==> config.mk <==
export PLATFORM = sky130hd
export DESIGN_NAME = ps2_host_tx_flat
export DESIGN_NICKNAME = d
export VERILOG_FILES = /design/src/rtl/ps2_host_tx_if.sv /design/src/rtl/ps2_host_tx.sv /design/src/flat_wrapper.sv
export SDC_FILE = /design/constraint.sdc
export NUM_CORES = 1
export LEC_CHECK = 0
export BUFFER_PORTS_ARGS = -buffer_cell sky130_fd_sc_hd__buf_4
export CORE_MARGIN = 3
export CORE_UTILIZATION = 25
export CTS_CLUSTER_SIZE = 28
export DETAILED_ROUTE_END_ITERATION = 8
export GPL_TIMING_DRIVEN = 0
export SETUP_SLACK_MARGIN = 0.4
export SYNTH_ARGS = -nofsm -noshare
export SYNTH_HDL_FRONTEND = slang
export SYNTH_SLANG_ARGS = --single-unit
export TNS_END_PERCENT = 100
==> constraint.sdc <==
create_clock -name clk -period 2.9 [get_ports clk]
set_input_delay 0.29 -clock clk [delete_from_list [all_inputs] [get_ports clk]]
set_output_delay 0.29 -clock clk [all_outputs]
set_load 0.01 [all_outputs]
==> src/rtl/ps2_host_tx_if.sv <==
// Command-side handshake and status bundle of the PS/2 host transmitter.
// The master issues bytes and watches status; the slave is the transmitter.
interface ps2_host_tx_if;
    logic [7:0] tx_data;
    logic       tx_valid;
    logic       tx_ready;
    logic       tx_active;
    logic       done;
    logic       ack_err;
    logic       timeout_err;

    modport master (
        output tx_data, tx_valid,
        input  tx_ready, tx_active, done, ack_err, timeout_err
    );

    modport slave (
        input  tx_data, tx_valid,
        output tx_ready, tx_active, done, ack_err, timeout_err
    );
endinterface

==> src/rtl/ps2_host_tx.sv <==
// Host-to-device PS/2 transmitter: inhibits the bus, requests to send, then
// shifts start/data/parity/stop out on device clock falls and checks the ack.
module ps2_host_tx #(
    parameter int INHIBIT_CYCLES = 5000,
    parameter int TIMEOUT_CYCLES = 750000,
    parameter int DEB_LEN        = 16
) (
    input  logic           clk,
    input  logic           rst_n,
    ps2_host_tx_if.slave   bus,
    input  logic           ps_clk_in,
    input  logic           ps_data_in,
    output logic           ps_clk_oe,
    output logic           ps_data_oe
);

    localparam int INH_W = $clog2(INHIBIT_CYCLES + 1);
    localparam int TO_W  = $clog2(TIMEOUT_CYCLES + 1);
    localparam int DEB_W = $clog2(DEB_LEN + 1);
    localparam int CLK_I = 0;
    localparam int DAT_I = 1;

    typedef enum logic [2:0] {IDLE, INHIBIT, REQ, SEND, ACK, WAIT_IDLE} state_t;

    // Pad conditioning: bit CLK_I is ps_clk, bit DAT_I is ps_data.
    logic [1:0]       sync_q1, sync_q2, filt;
    logic [DEB_W-1:0] deb_cnt [2];
    logic             fall;

    always_ff @(posedge clk or negedge rst_n) begin
        if (!rst_n) begin
            sync_q1 <= '1;
            sync_q2 <= '1;
            filt    <= '1;
            // NOTE: a two-entry counter array is plain flops, so it is reset like any register.
            deb_cnt[0] <= '0;
            deb_cnt[1] <= '0;
            fall    <= 1'b0;
        end else begin
            // NOTE: non-blocking assignments keep every flop sampling pre-edge values.
            sync_q1 <= {ps_data_in, ps_clk_in};
            sync_q2 <= sync_q1;
            for (int i = 0; i < 2; i++) begin
                if (sync_q2[i] == filt[i]) begin
                    deb_cnt[i] <= '0;
                end else if (deb_cnt[i] == DEB_W'(DEB_LEN - 1)) begin
                    filt[i]    <= sync_q2[i];
                    deb_cnt[i] <= '0;
                end else begin
                    deb_cnt[i] <= deb_cnt[i] + 1'b1;
                end
            end
            fall <= filt[CLK_I] & ~sync_q2[CLK_I] & (deb_cnt[CLK_I] == DEB_W'(DEB_LEN - 1));
        end
    end

    state_t           state, state_n;
    logic [INH_W-1:0] inh_cnt, inh_cnt_n;
    logic [TO_W-1:0]  to_cnt, to_cnt_n;
    logic [3:0]       bit_cnt, bit_cnt_n;
    logic [8:0]       shreg, shreg_n;
    logic             ack_flag, ack_flag_n;
    logic             clk_oe_q, clk_oe_n;
    logic             data_oe_q, data_oe_n;
    logic             done_q, done_n;
    logic             ack_err_q, ack_err_n;
    logic             to_err_q, to_err_n;
    logic             in_xfer;

    always_ff @(posedge clk or negedge rst_n) begin
        if (!rst_n) begin
            state     <= IDLE;
            inh_cnt   <= '0;
            to_cnt    <= '0;
            bit_cnt   <= '0;
            shreg     <= '0;
            ack_flag  <= 1'b0;
            clk_oe_q  <= 1'b0;
            data_oe_q <= 1'b0;
            done_q    <= 1'b0;
            ack_err_q <= 1'b0;
            to_err_q  <= 1'b0;
        end else begin
            state     <= state_n;
            inh_cnt   <= inh_cnt_n;
            to_cnt    <= to_cnt_n;
            bit_cnt   <= bit_cnt_n;
            shreg     <= shreg_n;
            ack_flag  <= ack_flag_n;
            clk_oe_q  <= clk_oe_n;
            data_oe_q <= data_oe_n;
            done_q    <= done_n;
            ack_err_q <= ack_err_n;
            to_err_q  <= to_err_n;
        end
    end

    assign in_xfer = (state == REQ) || (state == SEND) || (state == ACK) || (state == WAIT_IDLE);

    always_comb begin
        // NOTE: every output of this block gets a default first, so no path can infer a latch.
        state_n    = state;
        inh_cnt_n  = inh_cnt;
        to_cnt_n   = to_cnt;
        bit_cnt_n  = bit_cnt;
        shreg_n    = shreg;
        ack_flag_n = ack_flag;
        clk_oe_n   = 1'b0;
        data_oe_n  = data_oe_q;
        done_n     = 1'b0;
        ack_err_n  = 1'b0;
        to_err_n   = 1'b0;

        unique case (state)
            IDLE: begin
                data_oe_n = 1'b0;
                if (bus.tx_valid) begin
                    state_n    = INHIBIT;
                    shreg_n    = {~^bus.tx_data, bus.tx_data};
                    inh_cnt_n  = '0;
                    ack_flag_n = 1'b0;
                    clk_oe_n   = 1'b1;
                    data_oe_n  = (INHIBIT_CYCLES == 1);
                end
            end
            INHIBIT: begin
                if (inh_cnt == INH_W'(INHIBIT_CYCLES - 1)) begin
                    state_n   = REQ;
                    to_cnt_n  = '0;
                    bit_cnt_n = '0;
                end else begin
                    // Start bit goes low together with the final inhibit cycle.
                    inh_cnt_n = inh_cnt + 1'b1;
                    clk_oe_n  = 1'b1;
                    data_oe_n = (inh_cnt == INH_W'(INHIBIT_CYCLES - 2));
                end
            end
            REQ, SEND: begin
                if (fall) begin
                    bit_cnt_n = bit_cnt + 1'b1;
                    if (bit_cnt == 4'd9) begin
                        data_oe_n = 1'b0;
                        state_n   = ACK;
                    end else begin
                        data_oe_n = ~shreg[0];
                        shreg_n   = {1'b0, shreg[8:1]};
                        state_n   = SEND;
                    end
                end
            end
            ACK: begin
                if (fall) begin
                    ack_flag_n = filt[DAT_I];
                    state_n    = WAIT_IDLE;
                end
            end
            WAIT_IDLE: begin
                if (filt[CLK_I] && filt[DAT_I]) begin
                    done_n    = 1'b1;
                    ack_err_n = ack_flag;
                    state_n   = IDLE;
                end
            end
            default: state_n = IDLE;
        endcase

        // The timeout overrides whatever the per-state logic decided this cycle.
        if (in_xfer) begin
            to_cnt_n = to_cnt + 1'b1;
            if (to_cnt == TO_W'(TIMEOUT_CYCLES - 1)) begin
                state_n   = IDLE;
                clk_oe_n  = 1'b0;
                data_oe_n = 1'b0;
                done_n    = 1'b0;
                ack_err_n = 1'b0;
                to_err_n  = 1'b1;
            end
        end
    end

    assign ps_clk_oe       = clk_oe_q;
    assign ps_data_oe      = data_oe_q;
    assign bus.tx_ready    = (state == IDLE);
    assign bus.tx_active   = (state != IDLE);
    assign bus.done        = done_q;
    assign bus.ack_err     = ack_err_q;
    assign bus.timeout_err = to_err_q;

endmodule

==> src/flat_wrapper.sv <==
// flat-port wrapper written by rule: the top's interface ports become plain ports
module ps2_host_tx_flat 
#(
    parameter int INHIBIT_CYCLES = 5000,
    parameter int TIMEOUT_CYCLES = 750000,
    parameter int DEB_LEN        = 16
)
  (clk, rst_n, ps_clk_in, ps_data_in, ps_clk_oe, ps_data_oe, bus_tx_data, bus_tx_valid, bus_tx_ready, bus_tx_active, bus_done, bus_ack_err, bus_timeout_err);
  ps2_host_tx_if bus_i ();
  input  logic clk;
  input  logic rst_n;
  input  logic ps_clk_in;
  input  logic ps_data_in;
  output logic ps_clk_oe;
  output logic ps_data_oe;
  input wire logic [$bits(bus_i.tx_data)-1:0] bus_tx_data;
  input wire logic [$bits(bus_i.tx_valid)-1:0] bus_tx_valid;
  output wire logic [$bits(bus_i.tx_ready)-1:0] bus_tx_ready;
  output wire logic [$bits(bus_i.tx_active)-1:0] bus_tx_active;
  output wire logic [$bits(bus_i.done)-1:0] bus_done;
  output wire logic [$bits(bus_i.ack_err)-1:0] bus_ack_err;
  output wire logic [$bits(bus_i.timeout_err)-1:0] bus_timeout_err;
  assign bus_i.tx_data = bus_tx_data;
  assign bus_i.tx_valid = bus_tx_valid;
  assign bus_tx_ready = bus_i.tx_ready;
  assign bus_tx_active = bus_i.tx_active;
  assign bus_done = bus_i.done;
  assign bus_ack_err = bus_i.ack_err;
  assign bus_timeout_err = bus_i.timeout_err;
  ps2_host_tx #(.INHIBIT_CYCLES(INHIBIT_CYCLES), .TIMEOUT_CYCLES(TIMEOUT_CYCLES), .DEB_LEN(DEB_LEN)) u_core (.clk(clk), .rst_n(rst_n), .bus(bus_i), .ps_clk_in(ps_clk_in), .ps_data_in(ps_data_in), .ps_clk_oe(ps_clk_oe), .ps_data_oe(ps_data_oe));
endmodule
==> load_flow_metrics.sql <==
INSERT INTO impl_metrics (metric_group, metric, value, unit) VALUES
('synth', 'synth-warning-count', '0', ''),
('sta', 'tightest_slew', '0.896', 'ns'),
('clock_network', 'tritoncts.num_buffers', '9', ''),
('clock_network', 'clk_root_buffer_cell', 'sky130_fd_sc_hd__clkbuf_16', ''),
('route', 'detail_route.vias_per_cell', '4.68', ''),
('floorplanning', 'starting_density', '0.262', ''),
('finish', 'drive_gt1_frac', '0.175', ''),
('power_and_ir_drop', 'clockPowerShare', '0.506', ''),
('placed_design', 'hpwlAfterDp', '4.85', 'mm'),
('route', 'detailroute.via_count', '2592', ''),
('clock_network', 'post_cts_hold_buffer_count', '0', ''),
('floorplanning', 'placementRows', '42', ''),
('hold_path', 'min_path_type', 'primary input to flip-flop', ''),
('synth', 'avgSynthCellArea', '10.3', 'um2'),
('clock_network', 'clock_insertion_delay_worst_skew', '0.34', 'ns'),
('worst_setup_path', 'critical_path.startpoint', 'u_core.to_cnt[0]', ''),
('sta', 'setup_repair_after_global_routing_missed_its_margin', 'no', ''),
('hold_path', 'worst_hold_startpoint', 'ps_data_in', ''),
('route', 'wl_per_cell', '12.4', 'um'),
('sta', 'period_share', '0.684', ''),
('power_and_ir_drop', 'power-per-cell-area', '523', 'mW/mm2'),
('synth', 'async_set_or_reset_register_ratio_after_synthesis', '1.00', ''),
('synth', 'syn_inst', '343', ''),
('sta', 'report.final.setup_viol', '0', ''),
('worst_setup_path', 'critPathArrivalTime', '2.21', 'ns'),
('synth', 'synth_edf_count', '0', ''),
('floorplanning', 'die_width', '125', 'um'),
('worst_setup_path', 'worstPathMaxFanout', '6', ''),
('status', 'outcome', 'finished clean', ''),
('finish', 'antenna-diode-count', '0', ''),
('sta', 'setup-tns-final', '0', 'ns'),
('global_route', 'grt_max_degree', '73', ''),
('clock_network', 'clock_sink_count', '72', ''),
('worst_setup_path', 'reg2reg_from', 'u_core.to_cnt[0]', ''),
('power_and_ir_drop', 'p_sw', '0.486', 'mW'),
('sta', 'final_max_slew_violation_count', '0', ''),
('clock_network', 'cts-htree-levels', '3', ''),
('route', 'drt_wl_total', '6.89', 'mm'),
('power_and_ir_drop', 'cellLeakagePower', '1.90', 'nW'),
('finish', 'finalNetCount', '394', ''),
('finish', 'area_delta_synth_final', '18.8', '%'),
('synth', 'synth_flop_cell', 'sky130_fd_sc_hd__dfrtp_1', ''),
('route', 'drc', '0', ''),
('sta', 'slew-limit-headroom', '0.402', ''),
('synth', 'synth-seq-area-share', '0.510', ''),
('floorplanning', 'floorplan.die.height', '125', 'um'),
('power_and_ir_drop', 'sequentialPowerShare', '0.464', ''),
('clock_network', 'tritoncts', 'built', ''),
('global_route', 'antenna_found_initial', '0', ''),
('sta', 'post-route-worst-setup-slack', '0.916', 'ns'),
('sta', 'min_period', '1.98', 'ns'),
('power_and_ir_drop', 'p_comb_frac', '0.031', ''),
('worst_setup_path', 'timing.reg2reg.setup_slack', '0.92', 'ns'),
('synth', 'count_of_cell_types_in_the_netlist', '51', ''),
('sta', 'timing.fmax', '0.504', 'GHz'),
('global_route', 'aggregate_global_routing_overflow', '0', ''),
('route', 'drt_first_iter_violations', '139', ''),
('synth', 'syn-num-nets', '364', ''),
('clock_network', 'post_cts_buffers', '0', ''),
('floorplanning', 'dieArea', '0.0157', 'mm2'),
('floorplanning', 'floorplan.io_pins', '20', ''),
('clock_network', 'path_clk_slew', '0.06', 'ns'),
('worst_setup_path', 'setup.worst_path.end_class', 'flip-flop', ''),
('route', 'ant_nets', '0', ''),
('power_and_ir_drop', 'ir_drop', '0.000385', 'V'),
('clock_network', 'cts_resized', '0', ''),
('route', 'drt_pre_antenna_iters', '4', ''),
('global_route', 'wire_length_of_the_first_global_routing_pass', '12.1', 'mm'),
('power_and_ir_drop', 'internal-power', '1.72', 'mW'),
('floorplanning', 'core_area', '0.0136', 'mm2'),
('placed_design', 'post-place-ws', '0.882', 'ns'),
('sta', 'worst_clock_skew', '0.00590', 'ns'),
('sta', 'hold_viol', '0', ''),
('synth', 'synthesis.area', '0.00355', 'mm2'),
('global_route', 'global_routing_usage_summed_across_all_routing_layers', '0.0940', ''),
('global_route', 'grt_pass1_vias', '2581', ''),
('placed_design', 'port_buffers', '19', ''),
('placed_design', 'final_weighted_congestion_of_routability_driven_global_placement', '0.823', ''),
('worst_setup_path', 'path_type_of_the_worst_setup_path', 'flip-flop to flip-flop', ''),
('synth', 'ys_seq_elements', '72', ''),
('worst_setup_path', 'critPathLaunchType', 'flip-flop', ''),
('power_and_ir_drop', 'power.switching_fraction', '0.220', ''),
('clock_network', 'clock_path_buffers', '2', ''),
('job', 'cap_violations', '0', ''),
('worst_setup_path', 'crit_path_required_time', '3.13', 'ns');
synthesized netlist by cell type (all sizes together) (6+ instances only):
library cell,number,area share
nand4,10,0.018
ha,8,0.028
dfrtp,66,0.47
xnor2,10,0.027
nor3,10,0.018
nand3,31,0.049
o21ai,31,0.044
dfstp,6,0.044
xor2,10,0.025
inv,8,0.0085
nand2,41,0.043
buf,7,0.013
mux2i,16,0.045
and2,6,0.011
nor2,24,0.025
final cells by class:
class,count,area [um2]
fill,1386,9340
sequential,72,1810
multi-input combinational,254,1660
clock buffer,9,225
tap,176,220
timing repair buffer,19,143
clock inverter,7,77.6
buffer,9,53.8
inverter,8,30.0
power by group through the flow:
stage               logic (mW)  clock network, mW  registers (mW)
finish                  0.0676               1.12            1.02
global route            0.0791               1.20            1.02
CTS                     0.0707               1.15            1.02
detailed placement      0.0706                  0            1.04
global placement        0.0686                  0            1.04
floorplan               0.0301                  0            1.04
final timing paths:
path                                       to  cells past startpoint
setup / recovery           u_core.bus.ack_err                      6
hold / removal              u_core.sync_q1[1]                      1
setup reg to reg           u_core.bus.ack_err                      6
hold reg to reg             u_core.sync_q2[0]                      0
max in group asynchronous  u_core.inh_cnt[11]                      1
min in group asynchronous   u_core.to_cnt[14]                      1
metrics by stage:
stage	total power [mW]	utilization	hold slack (ns)	instances	area [um2]
2_1_floorplan	1.07	-	-0.00559	343	3550
5_1_grt	2.30	0.311	0.0404	554	4220
3_5_place_dp	1.11	0.289	0.348	538	3910
6_report	2.21	0.311	0.0585	554	4220
4_1_cts	2.24	0.311	0.0444	554	4220
3_3_place_gp	1.11	0.289	0.346	538	3910
per-layer routing:
metal | global-route usage | vias to the layer above | wire (um)
li1 | - | 1292 | -
met4 | 0.0357 | 0 | 98
met5 | 0 | - | 0
met2 | 0.145 | 37 | 3170
met1 | 0.122 | 1255 | 3360
met3 | 0.0328 | 8 | 265
placed cells by master, fill, tap and decap left out, types with 4 or more instances in the layout:
cell type                   count
sky130_fd_sc_hd__dfrtp_1       66
sky130_fd_sc_hd__nand2_1       41
sky130_fd_sc_hd__nand3_1       27
sky130_fd_sc_hd__nor2_1        24
sky130_fd_sc_hd__o21ai_0       23
sky130_fd_sc_hd__buf_4         21
sky130_fd_sc_hd__mux2i_1       16
sky130_fd_sc_hd__xor2_1        10
sky130_fd_sc_hd__nand4_1       10
sky130_fd_sc_hd__xnor2_1        9
sky130_fd_sc_hd__clkbuf_16      9
sky130_fd_sc_hd__inv_1          8
sky130_fd_sc_hd__o21ai_1        8
sky130_fd_sc_hd__ha_1           8
sky130_fd_sc_hd__nor3_1         7
sky130_fd_sc_hd__and2_1         6
sky130_fd_sc_hd__dfstp_2        6
sky130_fd_sc_hd__and3_1         5
sky130_fd_sc_hd__buf_2          4
sky130_fd_sc_hd__nor4b_1        4
sky130_fd_sc_hd__nand2b_1       4
sky130_fd_sc_hd__nand3_2        4
sky130_fd_sc_hd__a21oi_1        4
state kept, by name (all words and copies together) (netlist names):
signal	flops
u_core.to_cnt	20
u_core.bus.ack_err	1
u_core.bus.timeout_err	1
u_core.ps_data_oe	1
u_core.sync_q1	2
u_core.ps_clk_oe	1
u_core.inh_cnt	13
u_core.shreg	9
u_core.ack_flag	1
u_core.filt	2
u_core.fall	1
u_core.state	3
u_core.bus.done	1
u_core.deb_cnt	10
u_core.bit_cnt	4
u_core.sync_q2	2
critical path: stages, from the launching register on:
cell and delay, ns:
sky130_fd_sc_hd__dfrtp_1 0.44, sky130_fd_sc_hd__ha_1 0.25, sky130_fd_sc_hd__and4b_1 0.21, sky130_fd_sc_hd__nand3_1 0.10, sky130_fd_sc_hd__nor3_1 0.50, sky130_fd_sc_hd__nor4b_1 0.18, sky130_fd_sc_hd__and2_1 0.20
cell families (layout without fill, tap and decap cells):
| group | after synthesis | count (layout) | share of synthesized area |
|---|---|---|---|
| buf+inv | 17 | 52 | 0.0236 |
| xor+xnor | 20 | 20 | 0.0515 |
| simple gates | 157 | 157 | 0.252 |
| mux | 19 | 19 | 0.0546 |
| flops | 72 | 72 | 0.510 |
| compound gates | 49 | 49 | 0.0775 |
| fa+ha+maj | 9 | 9 | 0.0310 |
Note: power is estimated with default switching activity, not from simulation.
